`config.mk`:
```
export PLATFORM = sky130hd
export DESIGN_NAME = serial_fifo_port
export DESIGN_NICKNAME = d
export VERILOG_FILES = /design/src/rtl/serial_port_pkg.sv /design/src/rtl/sync_fifo.sv /design/src/rtl/serial_fifo_port.sv
export SDC_FILE = /design/constraint.sdc
export NUM_CORES = 1
export LEC_CHECK = 0
export CORE_MARGIN = 5
export CORE_UTILIZATION = 50
export CTS_CLUSTER_SIZE = 30
export DETAILED_ROUTE_END_ITERATION = 7
export GPL_TIMING_DRIVEN = 1
export PLACE_DENSITY = 0.81
export SYNTH_ARGS = -nofsm -noshare
export SYNTH_HDL_FRONTEND = slang
export SYNTH_HIERARCHICAL = 1
export SYNTH_SLANG_ARGS = --single-unit
```
`constraint.sdc`:
```
create_clock -name clock -period 5.65 [get_ports clock]
set_input_delay 0.8475 -clock clock [delete_from_list [all_inputs] [get_ports clock]]
set_output_delay 0.8475 -clock clock [all_outputs]
set_load 0.05 [all_outputs]
```
`src/rtl/serial_port_pkg.sv`:
```
// Shared register map, STATUS layout and size limits for the serial FIFO port.
package serial_port_pkg;

  typedef enum logic [1:0] {
    REG_DATA   = 2'd0,
    REG_STATUS = 2'd1
  } reg_addr_e;

  localparam int BUS_W = 32;

  localparam int STAT_RX_NOT_EMPTY = 0;
  localparam int STAT_TX_NOT_FULL  = 1;
  localparam int STAT_RX_FULL      = 2;
  localparam int STAT_TX_EMPTY     = 3;
  localparam int STAT_OVERRUN      = 4;
  localparam int STAT_RX_COUNT_LSB = 8;
  localparam int STAT_TX_COUNT_LSB = 16;
  localparam int COUNT_FIELD_W     = 8;

  localparam int MIN_DATA_W = 1;
  localparam int MAX_DATA_W = 8;
  localparam int MIN_DEPTH  = 2;
  localparam int MAX_DEPTH  = 128;

endpackage

```
`src/rtl/sync_fifo.sv`:
```
// Single-clock FIFO with power-of-two depth; head reads as zero when empty.
// Pushes into a full FIFO and pops from an empty one are ignored.
module sync_fifo #(
  parameter int WIDTH = 8,
  parameter int DEPTH = 4
) (
  input  logic                     clk,
  input  logic                     rst_n,
  input  logic                     push_i,
  input  logic                     pop_i,
  input  logic [WIDTH-1:0]         din_i,
  output logic [WIDTH-1:0]         dout_o,
  output logic [$clog2(DEPTH):0]   count_o,
  output logic                     full_o,
  output logic                     empty_o
);

  localparam int AW = $clog2(DEPTH);
  localparam logic [AW-1:0] PTR_ONE  = AW'(1);
  localparam logic [AW:0]   CNT_ONE  = (AW+1)'(1);
  localparam logic [AW:0]   CNT_FULL = (AW+1)'(DEPTH);

  logic [WIDTH-1:0] mem_q [DEPTH];
  logic [AW-1:0]    wr_ptr_q, wr_ptr_d;
  logic [AW-1:0]    rd_ptr_q, rd_ptr_d;
  logic [AW:0]      count_q, count_d;
  logic             do_push, do_pop;

  assign full_o  = (count_q == CNT_FULL);
  assign empty_o = (count_q == '0);
  assign count_o = count_q;
  assign dout_o  = empty_o ? '0 : mem_q[rd_ptr_q];

  assign do_push = push_i & ~full_o;
  assign do_pop  = pop_i & ~empty_o;

  always_comb begin
    wr_ptr_d = wr_ptr_q;
    rd_ptr_d = rd_ptr_q;
    count_d  = count_q;
    if (do_push) wr_ptr_d = wr_ptr_q + PTR_ONE;
    if (do_pop)  rd_ptr_d = rd_ptr_q + PTR_ONE;
    // Simultaneous push and pop leaves the occupancy unchanged.
    if (do_push && !do_pop) count_d = count_q + CNT_ONE;
    if (do_pop && !do_push) count_d = count_q - CNT_ONE;
  end

  always_ff @(posedge clk or negedge rst_n) begin
    if (!rst_n) begin
      wr_ptr_q <= '0;
      rd_ptr_q <= '0;
      count_q  <= '0;
    end else begin
      wr_ptr_q <= wr_ptr_d;
      rd_ptr_q <= rd_ptr_d;
      count_q  <= count_d;
    end
  end

  always_ff @(posedge clk) begin
    if (do_push) mem_q[wr_ptr_q] <= din_i;
  end

endmodule

```
`src/rtl/serial_fifo_port.sv`:
```
// Memory-mapped serial port with RX/TX FIFOs and a STATUS register.
// Define SERIAL_FIFO_OVERRUN_EN to accept bytes unconditionally and flag RX overrun.
module serial_fifo_port
  import serial_port_pkg::*;
#(
  parameter int DATA_W   = 8,
  parameter int RX_DEPTH = 4,
  parameter int TX_DEPTH = 4
) (
  input  logic              clock,
  input  logic              reset,
  input  logic [1:0]        addr_in,
  input  logic [31:0]       writedata_in,
  input  logic              re_in,
  input  logic              we_in,
  output logic [31:0]       readdata_out,
  output logic              rx_irq_out,
  input  logic [DATA_W-1:0] serial_in,
  input  logic              serial_valid_in,
  output logic              serial_rden_out,
  input  logic              serial_ready_in,
  output logic [DATA_W-1:0] serial_out,
  output logic              serial_wren_out
);

  localparam int RX_CW = $clog2(RX_DEPTH) + 1;
  localparam int TX_CW = $clog2(TX_DEPTH) + 1;

  logic              rx_push, rx_pop, rx_full, rx_empty;
  logic [DATA_W-1:0] rx_head;
  logic [RX_CW-1:0]  rx_count;
  logic              tx_push, tx_pop, tx_full, tx_empty;
  logic [DATA_W-1:0] tx_head;
  logic [TX_CW-1:0]  tx_count;
  logic              data_sel, status_sel, status_rd, overrun;
  logic [BUS_W-1:0]  status_w;
  logic              unused_wdata;

  assign unused_wdata = &{1'b0, writedata_in};

  assign data_sel   = (addr_in == REG_DATA);
  assign status_sel = (addr_in == REG_STATUS);
  assign status_rd  = re_in & status_sel;

  // Serial handshake: a byte moves on any cycle where its enable is high;
  // enables depend only on registered FIFO state and the external qualifier.
`ifdef SERIAL_FIFO_OVERRUN_EN
  logic overrun_q, overrun_d;

  assign serial_rden_out = serial_valid_in & reset;

  always_comb begin
    overrun_d = overrun_q;
    if (status_rd) overrun_d = 1'b0;
    if (serial_valid_in && rx_full) overrun_d = 1'b1;
  end

  always_ff @(posedge clock or negedge reset) begin
    if (!reset) overrun_q <= 1'b0;
    else        overrun_q <= overrun_d;
  end

  assign overrun = overrun_q;
`else
  assign serial_rden_out = serial_valid_in & ~rx_full & reset;
  assign overrun         = 1'b0;
`endif

  assign rx_push = serial_rden_out & ~rx_full;
  assign rx_pop  = re_in & data_sel & ~rx_empty;
  assign tx_push = we_in & data_sel & ~tx_full;

  assign serial_wren_out = serial_ready_in & ~tx_empty;
  assign tx_pop          = serial_wren_out;
  assign serial_out      = tx_head;
  assign rx_irq_out      = ~rx_empty | overrun;

  sync_fifo #(.WIDTH(DATA_W), .DEPTH(RX_DEPTH)) u_rx_fifo (
    .clk    (clock),
    .rst_n  (reset),
    .push_i (rx_push),
    .pop_i  (rx_pop),
    .din_i  (serial_in),
    .dout_o (rx_head),
    .count_o(rx_count),
    .full_o (rx_full),
    .empty_o(rx_empty)
  );

  sync_fifo #(.WIDTH(DATA_W), .DEPTH(TX_DEPTH)) u_tx_fifo (
    .clk    (clock),
    .rst_n  (reset),
    .push_i (tx_push),
    .pop_i  (tx_pop),
    .din_i  (writedata_in[DATA_W-1:0]),
    .dout_o (tx_head),
    .count_o(tx_count),
    .full_o (tx_full),
    .empty_o(tx_empty)
  );

  always_comb begin
    status_w = '0;
    status_w[STAT_RX_NOT_EMPTY] = ~rx_empty;
    status_w[STAT_TX_NOT_FULL]  = ~tx_full;
    status_w[STAT_RX_FULL]      = rx_full;
    status_w[STAT_TX_EMPTY]     = tx_empty;
    status_w[STAT_OVERRUN]      = overrun;
    status_w[STAT_RX_COUNT_LSB +: COUNT_FIELD_W] = COUNT_FIELD_W'(rx_count);
    status_w[STAT_TX_COUNT_LSB +: COUNT_FIELD_W] = COUNT_FIELD_W'(tx_count);
  end

  always_comb begin
    readdata_out = '0;
    case (addr_in)
      REG_DATA:   readdata_out = BUS_W'(rx_head);
      REG_STATUS: readdata_out = status_w;
      default:    readdata_out = '0;
    endcase
  end

endmodule

```
==> summary.txt <==
Global route
  – Vias in the first global route: 1925
  – Initial antenna violation count: 0
  – Overflow after GRT: 0
  – Largest net degree at the start of global routing: 16
  – All-Layer GR Usage: 14.1%
  – Global-route wire length before repair: 9260 um

Synth
  – Top cell type's share of synthesized area: 52.7%
  – YS warnings: 6
  – Synth Instances: 227
  – Yosys reg bits: 78
  – Most area-consuming cells after synthesis: edfxtp_1 (53%), mux4_2 (9.9%), dfrtp_1 (9.6%)
  – Sequential share of the synthesized area: 62.3%
  – Area leader, netlist: edfxtp_1
  – Syn avg cell area: 16.1 um^2
  – Synth unique cells: 29
  – Post-Synthesis Cell Area: 3640 um^2

Critical path
  – Reg-to-reg startpoint: u_tx_fifo/count_o[0]$_DFFE_PN0P_
  – Critical path launch point type: primary input
  – Crit path arrival time: 2840 ps
  – Worst Path Max Fanout: 15
  – Setup CP Type: in2out
  – R2R depth: 10
  – CP Cell Sequence: clkdlybuf4s50_1, nand2_1, nor2_1, clkdlybuf4s50_1
  – Crit path required time: 4800 ps
  – Peak per-stage delay on the critical path: 920 ps
  – Most Frequent Cell on Critical Path: clkdlybuf4s50_1
  – Capturing point of the worst reg2reg path: u_tx_fifo/count_o[2]$_DFFE_PN0P_
  – Worst setup EP type: output pin
  – Register-to-register setup slack: 3340 ps
  – Buffers plus inverters on the worst setup path: 2
  – Family with the most delay on the worst path: buffers and inverters
  – Critical-path top delay cell: clkdlybuf4s50_1

STA
  – Fmax: 271 MHz
  – Hold Worst Slack: 515 ps
  – Slew HR: 53.5%
  – Final min period: 3690 ps
  – Final Setup Violations: 0
  – Final slew viol count: 0
  – Total negative slack: 0 ps
  – Worst setup margin: 1960 ps
  – Tightest Pin Transition: 696 ps
  – Final Cycle Share: 65.3%
  – RSZ-0062 raised after global routing: no
  – Final Hold Fails: 0
  – Clk_skew: 9.17 ps

Clock network
  – Clock Latency Late Sink: 330 ps
  – CTS Hold Bufs: 0
  – CTS tree: done
  – Post-CTS setup buffer count: 0
  – Htree depth: 3
  – CTS resizes: 0
  – CTS clk-pin slew, worst paths: 70 ps
  – Clock Tree Buf Depth: 2
  – Root buffer cell: clkbuf_8
  – CTS Buf Count: 9
  – Clock sinks: 78

Floorplan
  – Core ar.: 7180 um^2
  – Initial core utilization: 50.8%
  – I/O pin cnt: 91
  – Die width: 95.4 um
  – Die Ht: 95.4 um
  – Cell Rows: 31
  – Die area: 9100 um^2

Pwr
  – Sequential power share: 39.6%
  – P per Cell Area: 489 nW/um^2
  – Sw power: 767 uW
  – Peak VDD IR: 0.276 mV
  – Switching share of power: 36.3%
  – Internal power: 1.34 mW
  – Final Power: 2.11 mW
  – Comb pwr share: 40.2%
  – Leak: 1.60 nW
  – Clk pwr share: 20.1%

Finish
  – Final Util: 60.2%
  – Syn-to-layout area delta: 18.4%
  – Antenna cells: 0
  – Non-filler cells in the finished layout: 382
  – Final Cell Area: 4320 um^2
  – Filler cell count in the final layout: 555
  – Layout Nets: 338
  – Share of layout cells above drive strength 1: 15.2%

Outcome
  – Run status: complete, no violations

Detailed routing
  – Vias per inst: 4.78
  – Drt first-iter violations: 41
  – Antenna viol nets, final: 0
  – WL final: 5860 um
  – Drt drc: 0
  – Vias: 1826
  – Drt wl/cell: 15.3 um
  – TritonRoute pass-1 iters: 4

Hold path
  – Min-delay worst type: reg2reg
  – Hold path endpoint: u_rx_fifo/count_o[2]$_DFFE_PN0P_
  – Hold depth: 1
  – Hold wc startpoint: u_rx_fifo/count_o[2]$_DFFE_PN0P_

Placed design
  – Post-Place Cells: 366
  – DP HPWL: 4280 um
  – Dpl cell area: 4110 um^2
  – I/O Buffers: 48
  – GPL Wtd Cong: 0.686
  – Pre-CTS WS: 1900 ps

Job
  – Max Cap Viol: 0
cells by family after synthesis:
| kind of cell | share of synthesized area (%) |
|---|---|
| buf+inv | 7.07 |
| other cells | 0.103 |
| flops | 62.3 |
| simple gates | 11.2 |
| mux | 11.6 |
| xor+xnor | 2.88 |
| fa+ha+maj | 4.53 |
| compound gates | 0.275 |
metal layers:
metal	vias to the layer above	part of all wire [%]	GRT usage, %
li1	865	-	-
met1	909	37	13.8
met2	45	56	27.2
met3	7	5.3	5.37
met4	0	1.3	3.91
met5	-	0	0
power by group through the flow:
stage                     clock network (mW)  logic, mW  registers (mW)
after floorplan                            0      0.735           0.770
after global placement                     0      0.841           0.846
after detailed placement                   0      0.859           0.851
after CTS                              0.439      0.864           0.840
after global routing                   0.460      0.916           0.856
final                                  0.425      0.849           0.836
registers in the layout, indices dropped and copies added (netlist names):
signal,flops
u_tx_fifo/mem_q,32
u_rx_fifo/mem_q,32
u_rx_fifo/count_o,3
u_rx_fifo/wr_ptr_q,2
u_rx_fifo/rd_ptr_q,2
u_tx_fifo/count_o,3
u_tx_fifo/wr_ptr_q,2
u_tx_fifo/rd_ptr_q,2
placed cells by master (no fill, tap or decap), types with 4 or more instances in the layout:
| cell type | synthesis | routed |
|---|---|---|
| ha_1 | 10 | 10 |
| xnor2_1 | 6 | 6 |
| inv_1 | 15 | 15 |
| and2_1 | 34 | 34 |
| nor2_1 | 6 | 6 |
| dfrtp_1 | 14 | 14 |
| mux4_2 | 16 | 16 |
| clkbuf_8 | 0 | 9 |
| mux2i_1 | 4 | 4 |
| clkdlybuf4s50_1 | 0 | 48 |
| nand2b_1 | 4 | 4 |
| conb_1 | 1 | 18 |
| edfxtp_1 | 64 | 64 |
| xor2_1 | 6 | 6 |
worst max-delay path by stage:
stage | startpoint | slack [ps] | end | cells after the start
final | reset | 1960 | serial_rden_out | 4
after global routing | reset | 1810 | serial_rden_out | 4
after CTS | reset | 1890 | serial_rden_out | 4
after detailed placement | reset | 1900 | serial_rden_out | 4
after global placement | reset | 1920 | serial_rden_out | 4
after floorplan | serial_ready_in | 2660 | u_tx_fifo/count_o[2]$_DFFE_PN0P_ | 8
cell usage after synthesis, drive strengths merged:
cell type  count
nor2b          4
nand2          1
fa             2
xnor2          6
nor2           7
nor4b          1
conb           1
or3            2
clkbuf         2
and2          36
buf           23
dfrtp         14
mux2i          4
xor2           6
and3           1
nand2b         4
mux4          16
nand3          2
inv           15
a21oi          2
mux2           2
edfxtp        64
nor3b          2
ha            10
final cells by class:
class                           instances  area [um^2]  area share, %
Sequential cell                        78         2270           52.6
Inverter                               15         56.3           1.30
Timing Repair Buffer                   48          480           11.1
Tap cell                               99          124           2.87
Clock buffer                           11          131           3.04
Multi-Input combinational cell        126         1180           27.3
Clock inverter                          5         73.8           1.71
No activity file was read; power rests on OpenSTA's default activity.
==> RTL change: new RTL, config.mk and constraints unchanged <==
Put a register stage on the output `rx_irq_out`, without a reset. The value now appears one clock later. The other outputs are not delayed to match.
--- a/src/rtl/serial_fifo_port.sv
+++ b/src/rtl/serial_fifo_port.sv
@@ -73,7 +73,9 @@
   assign serial_wren_out = serial_ready_in & ~tx_empty;
   assign tx_pop          = serial_wren_out;
   assign serial_out      = tx_head;
-  assign rx_irq_out      = ~rx_empty | overrun;
+  always_ff @(posedge clock) begin
+    rx_irq_out <= ~rx_empty | overrun;
+  end
 
   sync_fifo #(.WIDTH(DATA_W), .DEPTH(RX_DEPTH)) u_rx_fifo (
     .clk    (clock),
Function: changed (Yosys sat finds a counterexample within 4 cycles, from zero or initial values and one cycle with reset low).
==> RTL change against the unedited design <==
Global-route usage up 0.41 points; worst setup slack worse by 0.028 ns; routed wire length up 0.41%; clock power down 8.2%; total power down 1.2%; cell area about the same; sequential cell count up 1; area after synthesis up 0.55%; largest cell class unchanged.
==> RTL change: results <==
export IMPL_status="complete, no violations"
export IMPL_track_usage_pct=14.49
export IMPL_port_buffers=48
export IMPL_antennaDiodeCount=0
export IMPL_grt_use_met3_pct=5.683
export IMPL_n_fill_cell=552
export IMPL_wl_met3_um=394
export IMPL_htreeDepth=3
export IMPL_hold_end="u_rx_fifo/count_o[2]"
export IMPL_post_cts_resized=0
export IMPL_final_layout_size_suffix_gt1_share_pct=15.49
export IMPL_post_cts_buffers=0
export IMPL_grt_pass1_vias=1943
export IMPL_worstHoldPathCells=1
export IMPL_wl_met2_mm=3.194
export IMPL_hpwl_mm=4.259
export IMPL_critical_path_max_fanout=15
export IMPL_yosysSeqAreaShare_pct=62.55
export IMPL_worst_path_largest_cell_delay_ns=0.94
export IMPL_gp_congestion=0.7161
export IMPL_reg2reg_to="u_tx_fifo/count_o[2]"
export IMPL_clock_latency_ns=0.34
export IMPL_met2_usage_pct=24.90
export IMPL_drt_iter0_markers=37
export IMPL_grt_pass1_wl_mm=9.515
export IMPL_vdd_drop_max_v=0.0002414
export IMPL_met1_usage_pct=16.73
export IMPL_via_per_inst=4.896
export IMPL_async_flop_share_pct=17.72
export IMPL_skew_ns=0.006027
export IMPL_dieWidth_um=95.61
export IMPL_wl_met1_mm=2.222
export IMPL_first_pass_iters=4
export IMPL_synth_cell_types=30
export IMPL_r2r_setup_slack_ns=3.24
export IMPL_pre_cts_slack_ns=1.901
export IMPL_wl_per_cell_um=15.36
export IMPL_hp_class="reg -> reg"
export IMPL_leakagePower_nw=1.593
export IMPL_reg_top3="u_rx_fifo/mem_q (32), u_tx_fifo/mem_q (32)"
export IMPL_synth_area_leaders="edfxtp_1 (52%), mux4_2 (9.8%), dfrtp_1 (9.6%)"
export IMPL_hp_start="u_rx_fifo/count_o[2]"
export IMPL_path_clk_slew_ns=0.07
export IMPL_nets=339
export IMPL_numCtsBuffers=9
export IMPL_worstMarginPinSlew_ns=0.7364
## RTL change: cell families (layout without fill, tap and decap cells)
kind of cell / after synthesis / in the layout / share of synthesized area, %
simple gates: 60 / 60 / 11.13
xor+xnor: 12 / 12 / 2.868
flops: 79 / 79 / 62.55
other cells: 1 / 18 / 0.1023
mux: 22 / 22 / 11.54
buf+inv: 40 / 79 / 7.033
fa+ha+maj: 12 / 12 / 4.507
compound gates: 2 / 2 / 0.2731
## RTL change: layout make-up
type	count	area [um2]	area share (%)
Clock buffer	9	123.9	2.868
Inverter	15	56.30	1.304
Clock inverter	7	63.81	1.477
Sequential cell	79	2292	53.07
Multi-Input combinational cell	126	1179	27.29
Tap cell	99	123.9	2.868
Timing Repair Buffer	48	480.5	11.12
## RTL change: per-stage QoR
stage / hold WS (ns) / instance area [um2] / cells
after floorplan: 0.4671 / 3729 / 245
after global placement: 0.4945 / 4131 / 367
after detailed placement: 0.5001 / 4131 / 367
after CTS: 0.5103 / 4319 / 383
after global routing: 0.5364 / 4319 / 383
final: 0.5100 / 4319 / 383
## RTL change: worst max path at each step
stage	startpoint	endpoint	slack (ns)	depth (start not counted)
3_3_place_gp	reset	serial_rden_out	1.91	4
2_1_floorplan	serial_ready_in	u_tx_fifo/count_o[2]	2.66	8
6_report	reset	serial_rden_out	1.93	4
3_5_place_dp	reset	serial_rden_out	1.90	4
5_1_grt	reset	serial_rden_out	1.73	4
4_1_cts	reset	serial_rden_out	1.90	4
## RTL change: power by group
part	total, mW	internal, mW	switching (mW)	leakage [nW]
Clock	0.390	0.200	0.190	0.0941
Sequential	0.843	0.727	0.116	0.751
Combinational	0.850	0.380	0.470	0.749
## RTL change: worst max-delay path, delay by kind of cell
family / cells / cell delay (ns)
buffers and inverters: 2 / 1.75
AND/OR/NAND/NOR: 2 / 0.27
